<file path="src/rtl/tri_scheduler.sv">
// tri_scheduler: FIFO-buffered triangle sequencer that hands one triangle at a time to the rasterizer.
// Define TRI_SCHED_STATS_EN to enable the completed-triangle counter on o_tri_count.
module tri_scheduler #(
    parameter  int unsigned DEPTH   = 8,
    parameter  int unsigned CNT_W   = 16,
    localparam int unsigned COORD_W = 16,
    localparam int unsigned TRI_W   = 9 * COORD_W,
    localparam int unsigned COLOR_W = 24
) (
    input  logic               clk,
    input  logic               n_rst,
    input  logic               i_valid,
    output logic               i_ready,
    input  logic [TRI_W-1:0]   i_triangle,
    input  logic [COLOR_W-1:0] i_color,
    input  logic               i_last,
    input  logic               i_pause,
    output logic [TRI_W-1:0]   rast_triangle,
    output logic [COLOR_W-1:0] rast_color,
    output logic               rast_start,
    input  logic               rast_done,
    output logic               frame_done,
    output logic               busy,
    output logic [CNT_W-1:0]   o_tri_count
);

    localparam int unsigned PTR_W = (DEPTH > 1) ? $clog2(DEPTH) : 1;
    localparam int unsigned OCC_W = PTR_W + 1;

    typedef struct packed {
        logic signed [COORD_W-1:0] x;
        logic signed [COORD_W-1:0] y;
        logic signed [COORD_W-1:0] z;
    } vertex_t;

    typedef struct packed {
        vertex_t v0;
        vertex_t v1;
        vertex_t v2;
    } triangle3d_t;

    typedef struct packed {
        logic [7:0] r;
        logic [7:0] g;
        logic [7:0] b;
    } color_t;

    typedef struct packed {
        triangle3d_t tri_v;
        color_t      color;
        logic        last;
    } entry_t;

    typedef enum logic [1:0] {
        S_IDLE  = 2'd0,
        S_ISSUE = 2'd1,
        S_WAIT  = 2'd2,
        S_FDONE = 2'd3
    } state_t;

    state_t             state_q, state_d;
    entry_t             mem_q [DEPTH];
    entry_t             wr_entry;
    entry_t             head;
    logic [PTR_W-1:0]   wr_ptr_q, rd_ptr_q;
    logic [OCC_W-1:0]   count_q, count_d;
    logic               ready_q, busy_q, start_q, fdone_q, last_q;
    logic [TRI_W-1:0]   rast_tri_q;
    logic [COLOR_W-1:0] rast_col_q;
    logic               push, pop, empty;

    assign empty = (count_q == '0);
    assign push  = i_valid && ready_q;
    assign head  = mem_q[rd_ptr_q];

    always_comb begin
        wr_entry       = '0;
        wr_entry.tri_v = triangle3d_t'(i_triangle);
        wr_entry.color = color_t'(i_color);
        wr_entry.last  = i_last;
    end

    // Next-state and pop decision; only IDLE may pull a new triangle.
    always_comb begin
        state_d = state_q;
        pop     = 1'b0;
        unique case (state_q)
            S_IDLE: begin
                if (!empty && !i_pause) begin
                    pop     = 1'b1;
                    state_d = S_ISSUE;
                end
            end
            S_ISSUE: state_d = S_WAIT;
            S_WAIT: begin
                if (rast_done) begin
                    state_d = last_q ? S_FDONE : S_IDLE;
                end
            end
            S_FDONE: state_d = S_IDLE;
            default: state_d = S_IDLE;
        endcase
    end

    always_comb begin
        count_d = count_q;
        unique case ({push, pop})
            2'b10:   count_d = count_q + OCC_W'(1);
            2'b01:   count_d = count_q - OCC_W'(1);
            default: count_d = count_q;
        endcase
    end

    // Storage is not reset; occupancy and pointers define validity.
    always_ff @(posedge clk) begin
        if (push) begin
            mem_q[wr_ptr_q] <= wr_entry;
        end
    end

    // Control and output registers; flags are computed from next-state so they line up with the state.
    always_ff @(posedge clk) begin
        if (!n_rst) begin
            state_q    <= S_IDLE;
            wr_ptr_q   <= '0;
            rd_ptr_q   <= '0;
            count_q    <= '0;
            ready_q    <= 1'b1;
            busy_q     <= 1'b0;
            start_q    <= 1'b0;
            fdone_q    <= 1'b0;
            last_q     <= 1'b0;
            rast_tri_q <= '0;
            rast_col_q <= '0;
        end else begin
            state_q <= state_d;
            count_q <= count_d;
            ready_q <= (count_d != OCC_W'(DEPTH));
            busy_q  <= (state_d != S_IDLE) || (count_d != '0);
            start_q <= (state_d == S_ISSUE);
            fdone_q <= (state_d == S_FDONE);
            if (push) begin
                wr_ptr_q <= wr_ptr_q + PTR_W'(1);
            end
            if (pop) begin
                rd_ptr_q   <= rd_ptr_q + PTR_W'(1);
                rast_tri_q <= TRI_W'(head.tri_v);
                rast_col_q <= COLOR_W'(head.color);
                last_q     <= head.last;
            end
        end
    end

    assign i_ready       = ready_q;
    assign busy          = busy_q;
    assign rast_start    = start_q;
    assign frame_done    = fdone_q;
    assign rast_triangle = rast_tri_q;
    assign rast_color    = rast_col_q;

`ifdef TRI_SCHED_STATS_EN
    logic [CNT_W-1:0] tri_cnt_q, tri_cnt_d;

    // Frame total stays visible through FDONE, then clears.
    always_comb begin
        tri_cnt_d = tri_cnt_q;
        if (state_q == S_FDONE) begin
            tri_cnt_d = '0;
        end else if ((state_q == S_WAIT) && rast_done && (tri_cnt_q != '1)) begin
            tri_cnt_d = tri_cnt_q + CNT_W'(1);
        end
    end

    always_ff @(posedge clk) begin
        if (!n_rst) begin
            tri_cnt_q <= '0;
        end else begin
            tri_cnt_q <= tri_cnt_d;
        end
    end

    assign o_tri_count = tri_cnt_q;
`else
    assign o_tri_count = '0;
`endif

endmodule

</file>
<file path="config.mk">
export PLATFORM = sky130hd
export DESIGN_NAME = tri_scheduler
export DESIGN_NICKNAME = d
export VERILOG_FILES = /design/src/rtl/tri_scheduler.sv
export SDC_FILE = /design/constraint.sdc
export NUM_CORES = 2
export LEC_CHECK = 0
export ABC_AREA = 1
export BUFFER_PORTS_ARGS = -buffer_cell sky130_fd_sc_hd__buf_2
export CORE_MARGIN = 2
export CORE_UTILIZATION = 57
export DETAILED_ROUTE_END_ITERATION = 10
export GPL_ROUTABILITY_DRIVEN = 0
export PLACE_DENSITY = 0.76
export SLEW_MARGIN = 10
export SYNTH_ARGS = -nofsm -noshare
export SYNTH_HDL_FRONTEND = slang
export SYNTH_SLANG_ARGS = --single-unit
export TNS_END_PERCENT = 1
</file>
<file path="constraint.sdc">
create_clock -name clk -period 17.2 [get_ports clk]
set_input_delay 0.86 -clock clk [delete_from_list [all_inputs] [get_ports clk]]
set_output_delay 0.86 -clock clk [all_outputs]
set_load 0.02 [all_outputs]
</file>
# Word level (Yosys, flattened, before mapping)
# Memory sizes are Yosys's and may differ from the RTL's. A register that Yosys moved wholly into a read port is not among the register bits.
# Index checks and enable logic that the tools add are counted.
totals:
  out_inout_bits: 188
  in_bits: 174
  mem_bits_rw: 1352
  n_memories: 1
  reg_bits: 16
classes:
  n_eq_ne: 8
  n_mux: 9
  reduce_logical: 10
  add_sub_neg: 4
mem_list:
  columns: ["name", "words", "width", "read_ports", "rd_clocked_by_memory_dff", "wr", "line", "source"]
  rows:
  - ["mem_q", 8, 169, 1, 1, 1, "62", "entry_t mem_q [DEPTH];"]
ops:
  columns: ["cell", "count"]
  rows:
  - ["$eq A2 B2 Y1 const B", 4]
  - ["$pmux W2 S4", 1]
  - ["$pmux W4 S2", 1]
  - ["$add A3 B1 Y3 const B", 2]
  - ["$eq A2 B1 Y1 const B", 3]
  - ["$mux W2", 3]
  - ["$add A4 B1 Y4 const B", 1]
  - ["$logic_not A4 Y1", 1]
  - ["$mux W1", 4]
  - ["$ne A4 B4 Y1 const B", 1]
  - ["$reduce_bool A4 Y1", 1]
  - ["$sub A4 B1 Y4 const B", 1]
  - ["$logic_not A1 Y1", 3]
  - ["$logic_and A1 B1 Y1", 2]
  - ["$logic_not A2 Y1", 1]
  - ["$reduce_bool A2 Y1", 1]
  - ["$logic_or A1 B1 Y1", 1]

# Logic depth before layout (Yosys ltp)
logic_depth:
  word_depth: 9
  depth_mapped: 15

# Worst setup path before layout
# No wires, ideal clock.
synth_path:
  kind: "input to register"
  start: "input i_valid"
  end: "memory mem_q[0][0] in the netlist's numbering (enable)"
  path_slack_ns: 8.251
  setup_ns: 0.700
  path_buffers: 0
  cell_stages: 4
  arrival_ns: 8.248
  cell_sequence: "nand2_1 > inv_1 > nand2_1 > nor2_1"
synth_between:
  elab_chain_len: 3
synth_lines:
  columns: ["item", "line", "source"]
  rows:
  - ["start: declaration", "12", "input logic i_valid,"]
  - ["$logic_and A1 B1 Y1", "73", "assign push = i_valid && ready_q;"]
  - ["$mux W1", "116", "if (push) begin"]
  - ["$mux W1 (not written as such)", "117", "mem_q[wr_ptr_q] <= wr_entry;"]
  - ["end: declaration", "62", null]
# No other way between the ends.

==> summary.txt <==
Status
  • Status: complete, no violations

Drt
  • Via count: about 35,000
  • Total routed wirelength: around 130,000 um
  • Antenna Nets Post-Route: 0
  • 1st-pass router iterations: 5
  • Drt via density: about 6.1
  • WL/cell: 22.41 um
  • DRC errors left: 0
  • Iter 0 DRT Violations: roughly 3,500

Setup path
  • Startpoint types: flop
  • Setup crit start: rd_ptr_q[0]
  • CP arrival: ~5000 ps
  • CP required: around 18,000 ps
  • CP Cell Sequence: buf_12 -> buf_4 -> buf_4 -> o21ai_0 -> o221ai_1 -> o21ai_1 -> a21oi_1
  • Crit Reg-Reg Endpoint: rast_triangle[7]
  • Slowest stage delay, CP: slightly below 1000 ps
  • Setup CP Type: flop to flop
  • CP endpoint kind: flop
  • Worst path slowest cell: buf_4
  • Most frequent CP cell: buf_4
  • Maximum fanout along the worst path: about 250
  • Worst r2r src: rd_ptr_q[0]
  • Reg2reg path depth: 7
  • R2R setup slack: around 13,000 ps

Logic synthesis
  • Top_reg_cell synth: edfxtp_1
  • Gate Count Post-Synth: ~4,200
  • Area share of the largest cell type after synthesis: 0.7068
  • Ys Warns: 0
  • Synth Cell Area: 57,440 sq um
  • Synth Register Bits: 1,537
  • Commonest cells post-synth: edfxtp_1 (1,352), o21ai_0 (789), nor2_1 (696)
  • Post-synth EDFFs: between 1,000 and 1,500
  • Register area share after synthesis: 0.7712
  • Top cells by area, synth: edfxtp_1 (71%), o21ai_0 (6.9%), dfxtp_1 (6.4%)
  • Most common cell in the netlist: edfxtp_1
  • Yosys cell types: 28
  • Async set-reset flop share out of synthesis: 0
  • Post-Syn Area per Cell: 13.75 sq um
  • Biggest area consumer among synthesized cells: edfxtp_1

Global route
  • Largest net degree at the start of global routing: around 290
  • All-Layer GR Usage: 0.2501
  • Number of global-route vias before repair: between 30,000 and 40,000
  • Initial antenna violation count: 30
  • Global-route wire length before repair: about 200,000 um
  • Gr ovfl total: 0

Floorplanning
  • Die ar.: 103,300 sq um
  • Die Wd: between 300 and 400 um
  • I/O Pins: about 360
  • # rows: about 120
  • Initial Util: 0.5744
  • Core ar.: 100,000 sq um
  • Die Y: ~320 um

STA
  • Final Cycle Share: 0.2473
  • Worst-margin pin slew: approximately 1100 ps
  • Post-layout min period: ~4300 ps
  • Relative slew slack: 0.2661
  • Layout Skew: roughly 22 ps
  • WHS: 369.8 ps
  • Final Hold Fails: 0
  • # setup viols final: 0
  • Max-slew violation count: 0
  • Setup TNS: 0 ps
  • Max Fclk: 235.1 MHz
  • RSZ-0062 raised after global routing: no

Power and ir drop
  • Leakage: approximately 22 nW
  • Peak supply drop: around 200 uV
  • PD cells: 158.1 nW/um^2

Cells and area
  • Final std cells w/o fill: ~5,800
  • Final Cell Area: ~65,000 sq um
  • Layout area overhead: 12.36%
  • Layout cell share with drive strength beyond 1: 0.1361
  • Final #Nets: 4,574

Worst hold path
  • Worst hold start: i_triangle[41]
  • Hold/Removal Path Class: input pin to flop
  • Hold Path Stages: 1
  • WHS Endpoint: mem_q[3][66]

Clocking
  • Worst-path clk slew: 60 ps
  • # hold bufs at CTS: 0
  • Post-cts sizing count: 0
  • CTS Sinks: ~1,500
  • CTS tree: built
  • Root Driver: clkbuf_16
  • Clock Latency Late Sink: around 760 ps
  • CTS max path bufs: 3
  • H-Tree Level Count: 4
  • Cts bufs inserted: about 150
  • Setup bufs post-CTS: 0

Placement
  • Placed Cells incl. Taps: roughly 5,500
  • HPWL Detailed: 63,530 um
  • Dpl cell area: ~60,000 sq um
  • Port Buffers: roughly 350

Job
  • Max-cap violation count: 0
==> how the worst max path moves through the flow <==
stage                                  end  slack (ps)  cells past startpoint
after floorplan                mem_q[0][0]        8250                      4
after global placement       mem_q[2][132]       12820                      7
after detailed placement     mem_q[2][132]       12790                      7
after CTS                   rast_color[18]       13160                      7
after global routing      rast_triangle[7]       12710                      7
final                     rast_triangle[7]       12950                      7
==> per-layer routing <==
metal	routed length, um	track usage
met5	138	0
met1	51300	0.3178
met2	65100	0.4229
met4	3911	0.09740
met3	10370	0.05345
==> area by class of cell <==
class	instances	area [sq um]
Sequential cell	1537	44310
Fill cell	7005	35460
Multi-Input combinational cell	2297	11540
Clock buffer	211	4174
Timing Repair Buffer	387	2136
Tap cell	1298	1624
Clock inverter	64	583.1
Inverter	24	121.4
Antenna cell	20	50.05
==> layout by cell type, fill, tap and decap left out, types with 20 or more instances in the layout <==
cell / n
buf_4: 35
nor2_1: 688
clkinv_1: 22
clkbuf_1: 43
inv_1: 20
clkbuf_16: 151
o21ai_0: 789
a21oi_1: 179
o21ai_1: 233
edfxtp_1: 1352
o22ai_1: 169
dfxtp_1: 182
diode_2: 20
o221ai_1: 169
clkinv_2: 21
buf_2: 344
nand2_1: 24
==> cell families (layout without fill, tap and decap cells) <==
kind of cell             count (synthesis)  count (layout)  synth area share
AO/OA/AOI/OAI                         1539            1539            0.1488
XOR/XNOR                                 2               2         0.0003050
adder cells (fa/ha/maj)                  4               4         0.0008713
buffers and inverters                  359             686           0.02991
flip-flops                            1537            1537            0.7712
other                                    1              36        0.00006528
AND/OR/NAND/NOR                        736             736           0.04879
==> report_power, final <==
group          internal, mW  total, mW  switching (mW)  leakage, nW
clock network          1.82       3.15            1.33         2.33
registers              4.45       4.61           0.158         13.8
logic                 0.657       2.44            1.79         5.43
total                  6.93       10.2            3.28         21.6
==> stage by stage <==
stage | power [mW] | utilization | setup slack [ps]
final | 10.21 | 0.6454 | 12950
after global routing | 10.66 | 0.6452 | 12710
after CTS | 10.24 | 0.6449 | 13160
after detailed placement | 7.103 | 0.5973 | 12790
after global placement | 7.032 | 0.5973 | 12820
after floorplan | 6.402 | - | 8251
==> critical path, delay by kind of cell, from the launching register on <==
kind                   cells  cell delay (ps)
AO/OA/AOI/OAI              4              800
buffers and inverters      3             2660
flip-flops                 1              420
==> flip-flops by register name, summed over array words and instances (netlist names) <==
signal         flops
i_ready            1
frame_done         1
busy               1
rast_start         1
rast_triangle    144
count_q            4
wr_ptr_q           3
state_q            2
rast_color        24
mem_q           1352
rd_ptr_q           3
last_q             1
Note: power is estimated with default switching activity, not from simulation.
